[src/rtl/pc_btb_unit.sv]
`default_nettype none
// ============================================================================
// Module      : pc_btb_unit
// Description : Fetch PC register with an optional direct-mapped branch
//               target buffer (BTB). Each entry holds valid, tag, target and
//               a 2-bit saturating direction counter. Execute-stage branch,
//               JAL and JALR outcomes train the table and raise mispredictE
//               when the carried-down prediction was wrong.
//
//               Build macro PC_BTB_PREDICT_EN: when defined, the BTB and
//               the prediction path are compiled in. When undefined, no
//               table exists, fetch always predicts not-taken (pcF+4) and
//               every taken control transfer redirects.
//
// Parameters  : DATA_WIDTH  - PC / target width in bits
//               BTB_ENTRIES - number of entries, power of two in 2..256
//               RESET_PC    - PC loaded while rst is low
//
// Ports       : clk          - clock, rising edge
//               rst          - asynchronous active-low reset
//               en           - fetch enable (0 stalls pcF)
//               ctrlE        - valid branch/JAL/JALR in Execute
//               branchE      - branch/JAL in Execute resolved taken
//               jalrinsE     - JALR in Execute
//               pcE          - PC of Execute instruction
//               pc_targetE   - branch/JAL target
//               alu_outE     - raw JALR target (bit 0 is cleared)
//               predtakenE   - prediction carried with Execute instruction
//               predtargetE  - predicted target carried with it
//               pcF          - fetch PC
//               pc_plus4F    - pcF + 4
//               predtakenF   - fetch predicted taken
//               predtargetF  - fetch predicted next PC
//               mispredictE  - flush request for F/D and D/E
//
// Revision    : 1.0 - initial release
// ============================================================================
module pc_btb_unit #(
  parameter int                    DATA_WIDTH  = 32,
  parameter int                    BTB_ENTRIES = 16,
  parameter logic [DATA_WIDTH-1:0] RESET_PC    = '0
) (
  input  logic                  clk,
  input  logic                  rst,
  input  logic                  en,
  input  logic                  ctrlE,
  input  logic                  branchE,
  input  logic                  jalrinsE,
  input  logic [DATA_WIDTH-1:0] pcE,
  input  logic [DATA_WIDTH-1:0] pc_targetE,
  input  logic [DATA_WIDTH-1:0] alu_outE,
  input  logic                  predtakenE,
  input  logic [DATA_WIDTH-1:0] predtargetE,
  output logic [DATA_WIDTH-1:0] pcF,
  output logic [DATA_WIDTH-1:0] pc_plus4F,
  output logic                  predtakenF,
  output logic [DATA_WIDTH-1:0] predtargetF,
  output logic                  mispredictE
);

  localparam logic [DATA_WIDTH-1:0] c_pc_step = DATA_WIDTH'(4);

  logic [DATA_WIDTH-1:0] r_pc;
  logic [DATA_WIDTH-1:0] w_pc_next;
  logic [DATA_WIDTH-1:0] w_pc_plus4;
  logic [DATA_WIDTH-1:0] w_actual_target;
  logic                  w_actual_taken;
  logic                  w_mispredict;

  // Arithmetic is naturally modulo 2^DATA_WIDTH.
  assign w_pc_plus4      = r_pc + c_pc_step;
  // JALR targets are halfword-aligned: force bit 0 low.
  assign w_actual_target = jalrinsE ? {alu_outE[DATA_WIDTH-1:1], 1'b0} : pc_targetE;
  assign w_actual_taken  = branchE | jalrinsE;

  assign pcF         = r_pc;
  assign pc_plus4F   = w_pc_plus4;
  assign mispredictE = w_mispredict;

`ifdef PC_BTB_PREDICT_EN

  localparam int c_idx_w = $clog2(BTB_ENTRIES);
  localparam int c_tag_w = DATA_WIDTH - c_idx_w - 2;

  logic                  r_valid  [BTB_ENTRIES];
  logic [c_tag_w-1:0]    r_tag    [BTB_ENTRIES];
  logic [DATA_WIDTH-1:0] r_target [BTB_ENTRIES];
  logic [1:0]            r_ctr    [BTB_ENTRIES];

  logic [c_idx_w-1:0]    w_f_idx;
  logic [c_tag_w-1:0]    w_f_tag;
  logic [c_idx_w-1:0]    w_e_idx;
  logic [c_tag_w-1:0]    w_e_tag;
  logic                  w_f_hit;
  logic                  w_e_hit;
  logic                  w_predtaken;
  logic                  w_unused;

  assign w_f_idx = r_pc[c_idx_w+1:2];
  assign w_f_tag = r_pc[DATA_WIDTH-1:c_idx_w+2];
  assign w_e_idx = pcE[c_idx_w+1:2];
  assign w_e_tag = pcE[DATA_WIDTH-1:c_idx_w+2];

  // Lookup reads registered table state only, so a same-cycle write to the
  // same index is seen on the following cycle.
  assign w_f_hit     = r_valid[w_f_idx] && (r_tag[w_f_idx] == w_f_tag);
  assign w_e_hit     = r_valid[w_e_idx] && (r_tag[w_e_idx] == w_e_tag);
  assign w_predtaken = w_f_hit && r_ctr[w_f_idx][1];

  assign predtakenF  = w_predtaken;
  assign predtargetF = w_predtaken ? r_target[w_f_idx] : w_pc_plus4;

  // Wrong if taken but predicted not-taken or to another target, or if
  // predicted taken but fell through.
  assign w_mispredict = ctrlE & (w_actual_taken
                                 ? (!predtakenE || (predtargetE != w_actual_target))
                                 : predtakenE);

  always_comb begin
    w_pc_next = r_pc;
    if (w_mispredict) begin
      w_pc_next = w_actual_taken ? w_actual_target : (pcE + c_pc_step);
    end else if (en) begin
      w_pc_next = predtargetF;
    end
  end

  // Table training is independent of the fetch enable.
  always_ff @(posedge clk or negedge rst) begin
    if (!rst) begin
      for (int i = 0; i < BTB_ENTRIES; i++) begin
        r_valid[i]  <= 1'b0;
        r_tag[i]    <= '0;
        r_target[i] <= '0;
        r_ctr[i]    <= 2'b01;
      end
    end else if (ctrlE) begin
      if (w_actual_taken) begin
        if (w_e_hit) begin
          r_target[w_e_idx] <= w_actual_target;
          if (r_ctr[w_e_idx] != 2'b11) begin
            r_ctr[w_e_idx] <= r_ctr[w_e_idx] + 2'b01;
          end
        end else begin
          // Allocate as weak-taken, replacing whatever lived at this index.
          r_valid[w_e_idx]  <= 1'b1;
          r_tag[w_e_idx]    <= w_e_tag;
          r_target[w_e_idx] <= w_actual_target;
          r_ctr[w_e_idx]    <= 2'b10;
        end
      end else if (w_e_hit) begin
        if (r_ctr[w_e_idx] != 2'b00) begin
          r_ctr[w_e_idx] <= r_ctr[w_e_idx] - 2'b01;
        end
      end
    end
  end

  assign w_unused = alu_outE[0];

`else

  logic w_unused;

  assign predtakenF  = 1'b0;
  assign predtargetF = w_pc_plus4;

  // Fetch always falls through, so only taken transfers are wrong.
  assign w_mispredict = ctrlE & w_actual_taken;

  always_comb begin
    w_pc_next = r_pc;
    if (w_mispredict) begin
      w_pc_next = w_actual_target;
    end else if (en) begin
      w_pc_next = w_pc_plus4;
    end
  end

  assign w_unused = ^{alu_outE[0], pcE, predtakenE, predtargetE};

`endif

  always_ff @(posedge clk or negedge rst) begin
    if (!rst) begin
      r_pc <= RESET_PC;
    end else begin
      r_pc <= w_pc_next;
    end
  end

endmodule
`default_nettype wire

[config.mk]
export PLATFORM = sky130hd
export DESIGN_NAME = pc_btb_unit
export DESIGN_NICKNAME = d
export VERILOG_FILES = /design/src/rtl/pc_btb_unit.sv
export SDC_FILE = /design/constraint.sdc
export NUM_CORES = 1
export LEC_CHECK = 0
export CORE_MARGIN = 2
export CORE_UTILIZATION = 37
export DETAILED_ROUTE_END_ITERATION = 8
export PLACE_DENSITY = 0.89
export SYNTH_ARGS = -nofsm -noshare
export SYNTH_HDL_FRONTEND = slang
export SYNTH_SLANG_ARGS = --single-unit
[constraint.sdc]
create_clock -name clk -period 7 [get_ports clk]
set_clock_uncertainty 0.1 [all_clocks]
set_input_delay 1.4 -clock clk [delete_from_list [all_inputs] [get_ports clk]]
set_output_delay 1.4 -clock clk [all_outputs]
set_load 0.03 [all_outputs]
# After elaboration in Yosys (flattened, before gate mapping)
# Cells that the tools add are included.
[totals]
wordCells = 8
reg_bits = 32
[op_classes]
n_addsub = 1
n_bitwise = 2
n_reduce_logical = 1
mux = 3
[op_table]
columns = ["operator", "n"]
rows = [
  ["$mux 32", 3],
  ["$add 32x3->32 const B", 1],
  ["$reduce_bool 2->1", 1],
  ["$and 1x1->1", 1],
  ["$or 1x1->1", 1],
]

# Logic depth before layout (Yosys ltp)
[depth]
word_depth = 3
depth_mapped = 8
ltp_nobuf = 5

# Worst setup path after synthesis
# OpenSTA, ideal clock, no wires.
[synth_path]
path_type = "flip-flop to output port"
start = "register r_pc[2] (netlist: pcF[2])"
end = "output port predtargetF[30]"
t_arrival_ns = 2.844
required_ns = 5.500
n_path_buf = 2
slack_ns = 2.656
path_stages_with_launch = 8
cell_sequence = "dfrtp_1 -> ha_1 -> inv_1 -> or4_1 -> buf_2 -> nor4_1 -> xor2_1 -> buf_4"
[synth_between]
elab_chain_cells = 1
[synth_lines]
columns = ["element", "line", "rtl"]
rows = [
  ["start: declaration", "63", "logic [DATA_WIDTH-1:0] r_pc;"],
  ["start signal: assignment", "188", "r_pc <= w_pc_next;"],
  ["$add 32x3->32", "71", "assign w_pc_plus4 = r_pc + c_pc_step;"],
  ["end: declaration", "57", "output logic [DATA_WIDTH-1:0] predtargetF,"],
]
# Every way passes these cells.

# Final worst setup path
[layout_path]
start = "input port branchE"
end = "output port mispredictE"
[layout_between]
elab_chain_cells = 2
[layout_lines]
columns = ["element", "line", "rtl"]
rows = [
  ["start: declaration", "47", "input logic branchE,"],
  ["$or 1x1->1", "74", "assign w_actual_taken = branchE | jalrinsE;"],
  ["$and 1x1->1", "169", "assign w_mispredict = ctrlE & w_actual_taken;"],
  ["end: declaration", "58", "output logic mispredictE"],
]
# Every way passes these cells.

==> summary by stage <==
Global route
The via count of the first global-routing pass is roughly 3100. Entering global routing, the biggest net connects 61 pins. The global router's overall resource usage is 21.7%. The first global-routing pass estimated 15.2 mm of wire. The number of antenna violations at the first check in global routing came to 0. The global route total overflow is 0.

Setup path
Of all nets on the critical path, the largest fanout is 60. The highest cell delay on the worst timing path is ~700 ps. The endpoint identified for the worst register-to-register timing path is pcF[28]. For the worst setup path, the data arrival time is 3710 ps. By instance count, the cell type seen most on the critical path is sky130_fd_sc_hd__clkdlybuf4s50_1. The kind of launch point of the worst setup path is an input pin. STA classifies the critical path endpoint as an output pin.

Across all register-to-register paths, the minimum setup slack is 4280 ps. The class of the most critical setup path is in -> out. The start of the worst register-to-register path is pcF[2].

The critical path required time is 5500 ps. The number of buffers and inverters on the critical path is 4. The critical path crosses 5 cells after its start point. The number of cells on the worst reg-to-reg path is 5. The critical path goes through clkdlybuf4s50_1, o21ai_4, buf_4, clkinv_1, clkdlybuf4s50_1. The slowest stage of the critical path is the sky130_fd_sc_hd__clkdlybuf4s50_1 cell. The kind of cell with the highest combined delay along the critical path is buffers and inverters.

Yosys
Each instance of the synthesized netlist takes up on average 8.06 sq um. The warning count from the yosys run is 0. Yosys attributes the largest share of cell area to sky130_fd_sc_hd__dfrtp_1 27%, sky130_fd_sc_hd__buf_4 9.5%, sky130_fd_sc_hd__a211oi_1 6.4%. The most used flip-flop cell after synthesis is sky130_fd_sc_hd__dfrtp_1.

The synthesized netlist contains 40 unique library cells. Synthesis inferred 32 register bits. Summing the areas of all and, or, nand and nor instances in the mapped netlist gives 26.9% of the synthesized area. Of the post-synthesis cell area, the part taken by muxes is 2.39%. The netlist area before placement is 2930 sq um. The cell type with the highest aggregate area in the netlist is sky130_fd_sc_hd__dfrtp_1. Counting every instance in the synthesized netlist gives 364. After synthesis, the largest family of logic cells by area is simple AND/OR/NAND/NOR gates.

The synthesized netlist devotes 11.6% of its cell area to XOR and XNOR gates. The count of flip-flops with a built-in enable after synthesis is 0. The post-synthesis adder-cell area fraction is 0.427%.

The post-synthesis sequential area ratio is 27.3%. Synthesis produced a netlist with a net count of 500. The share of async-settable or async-resettable flops after synthesis is 100%.

The share of synthesized area in the top cell type comes to 27.3%. Summing the areas of all compound-gate instances in the mapped netlist gives 16.6% of the synthesized area.

Routing
Once detail routing completed, the nets flagged for antenna violations numbered 0. After detailed routing, the number of remaining DRC violations is 0. The mean routed wirelength per cell is 16.4 um. The routed design has 9.42 mm of wire. The number of vias per cell after detailed routing is 5.47.

The detailed router placed 3138 vias in this run. The length of the first detailed-routing pass in iterations is 4. The detailed router finished its first iteration with 121 violations.

Timing
Setup repair after global routing left no endpoint under its margin. The period utilization is 74.5%. Setup slack closes at 1790 ps. The measured slew at the worst slew-check pin is 1130 ps.

The peak clock frequency supported by timing is 192 MHz. The final-layout setup total negative slack is 0 ps. The final period demand of the worst path is 5210 ps.

The number of failing hold endpoints at the final stage is 0. The count of pins over their slew limit came to 0. Headroom to the max-slew limit came out at 23.9%. Setup violations remaining at the end of the flow were counted as 0.

Pwr
For this design the static power due to leakage is 1.59 nW. VDD sags by at most 113 uV. Power spread over the standard cell area amounts to 224 nW/um^2.

Cells and area
The post-layout net count is 610. The fraction of layout cells with a size suffix above 1 is under 10%. The repair_antennas step left the layout with diodes totalling 0.

The area growth from synthesis to layout is 50.2%. The number of flip-flops under the largest register name is 32.

Floorplanning
The floorplan step set the die width to about 93 um. The floorplan has 32 rows. The initial core utilization is 38.2%. Pin placement for this block handled approximately 230 I/O pins. The vertical extent of the die is between 90 and 100 um. The die covers 8650 sq um. The total core area is 7690 sq um.

Placement
The count of input and output buffers is 165. At the placement stage, the worst setup path has a slack of approximately 1700 ps. At the end of routability-driven placement, the weighted congestion stood at 0.857.

The wire-length estimate of the detail-placed layout is approximately 7.1 mm.

Run status
The run finished with clean final reports.

Clock tree
The root buffer cell chosen for the clock tree is sky130_fd_sc_hd__clkbuf_8. The clock reaches the later pin of the worst-skew pair after approximately 270 ps. Post-CTS timing repair inserted 0 buffers for setup.

The number of buffers created by CTS is 5. In this run the deepest clock path goes through 2 buffers. The clock transition at the register clock pins on the worst setup and hold paths after CTS is 60 ps. The tree built by TritonCTS fans out to 32 sinks.

TritonCTS built the clock tree. The number of gates given a new drive strength after cts is 0. The H-tree generated during clock tree synthesis spans 2 levels. Buffers inserted to repair hold after CTS numbered 0.

Run
The tool flagged a number of max-cap violations equal to 0.

Hold path
Along the worst hold path, the cell count comes to 2. In this run the most critical hold path is launched from pcF[0]. The path with the worst hold slack has its endpoint at pcF[0]. The worst hold path class is reg -> reg.
-- cell families (layout without fill, tap and decap cells) --
logic type	after synthesis	in the layout
other	1	1
buffers and inverters	72	180
muxes	7	7
adders and majority gates	1	1
and+or+nand+nor	139	139
AOI/OAI and AO/OA	73	73
xor gates and xnor gates	39	39
DFF	32	32
-- per-stage QoR --
stage	cell area [sq um]	hold slack (ps)	total power [mW]	std cells	utilization [%]
after floorplan	2930	567	0.652	364	-
final	4400	434	0.986	574	57.3
after detailed placement	4340	426	0.862	569	56.4
after global routing	4400	468	1.03	574	57.3
after CTS	4400	441	0.992	574	57.3
after global placement	4340	411	0.852	569	56.4
-- worst min-delay path, stage by stage, from the launching register on --
cell                      delay [ps]
sky130_fd_sc_hd__dfrtp_1         390
sky130_fd_sc_hd__nand2_1          60
sky130_fd_sc_hd__nand2_1          50
-- placed cells by master, fill, tap and decap left out, types with 6 or more instances in the layout --
| cell type | netlist | layout |
|---|---|---|
| sky130_fd_sc_hd__nand4_1 | 10 | 10 |
| sky130_fd_sc_hd__nand2_1 | 22 | 22 |
| sky130_fd_sc_hd__o31ai_1 | 7 | 7 |
| sky130_fd_sc_hd__mux2i_1 | 7 | 7 |
| sky130_fd_sc_hd__nand3_1 | 20 | 20 |
| sky130_fd_sc_hd__a211oi_1 | 25 | 25 |
| sky130_fd_sc_hd__o21ai_0 | 7 | 7 |
| sky130_fd_sc_hd__nor2b_1 | 25 | 25 |
| sky130_fd_sc_hd__dfrtp_1 | 32 | 32 |
| sky130_fd_sc_hd__a31oi_1 | 16 | 16 |
| sky130_fd_sc_hd__nor3_1 | 8 | 8 |
| sky130_fd_sc_hd__xor2_1 | 20 | 20 |
| sky130_fd_sc_hd__nor2_1 | 17 | 17 |
| sky130_fd_sc_hd__xnor2_1 | 19 | 19 |
| sky130_fd_sc_hd__inv_1 | 6 | 6 |
| sky130_fd_sc_hd__or4_1 | 12 | 12 |
| sky130_fd_sc_hd__clkdlybuf4s50_1 | 0 | 163 |
| sky130_fd_sc_hd__a21oi_1 | 11 | 11 |
-- worst max path at each step --
stage               startpoint              end  slack [ps]
finish                 branchE      mispredictE        1790
global route          jalrinsE      mispredictE        1580
CTS                   jalrinsE      mispredictE        1720
detailed placement    jalrinsE      mispredictE        1720
global placement      jalrinsE      mispredictE        1750
floorplan               pcF[2]  predtargetF[30]        2660
-- report_power, final --
part / switching [mW] / internal (mW)
Sequential: 0.0622 / 0.213
Clock: 0.0631 / 0.0640
Combinational: 0.333 / 0.250
-- synth_stat cells, types with 4 or more instances --
cell type	number
sky130_fd_sc_hd__xor2_1	20
sky130_fd_sc_hd__o31ai_1	7
sky130_fd_sc_hd__nor4_1	4
sky130_fd_sc_hd__a21oi_1	11
sky130_fd_sc_hd__clkbuf_1	16
sky130_fd_sc_hd__dfrtp_1	32
sky130_fd_sc_hd__buf_2	7
sky130_fd_sc_hd__xnor2_1	19
sky130_fd_sc_hd__nor2b_1	25
sky130_fd_sc_hd__inv_1	6
sky130_fd_sc_hd__o21ai_0	7
sky130_fd_sc_hd__or3_1	5
sky130_fd_sc_hd__nand3_1	20
sky130_fd_sc_hd__nor3_1	8
sky130_fd_sc_hd__nand2_1	22
sky130_fd_sc_hd__a211oi_1	25
sky130_fd_sc_hd__nor2_1	17
sky130_fd_sc_hd__mux2i_1	7
sky130_fd_sc_hd__buf_4	37
sky130_fd_sc_hd__nand4_1	10
sky130_fd_sc_hd__and4_1	5
sky130_fd_sc_hd__a31oi_1	16
sky130_fd_sc_hd__or4_1	12
-- final cells by class --
type	count	area (sq um)
multi-input combinational	260	1720
sequential	32	801
fill	701	3280
timing repair buffer	168	1660
inverter	7	26.3
tap	102	128
clock buffer	5	68.8
-- layer usage --
metal	up-vias	GRT usage (%)	wire (um)
li1	1496	-	-
met1	1464	26.6	3700
met2	168	38.5	4780
met3	10	5.00	842
met4	0	5.02	100
met5	-	0	0
Note: power is estimated with default switching activity, not from simulation.
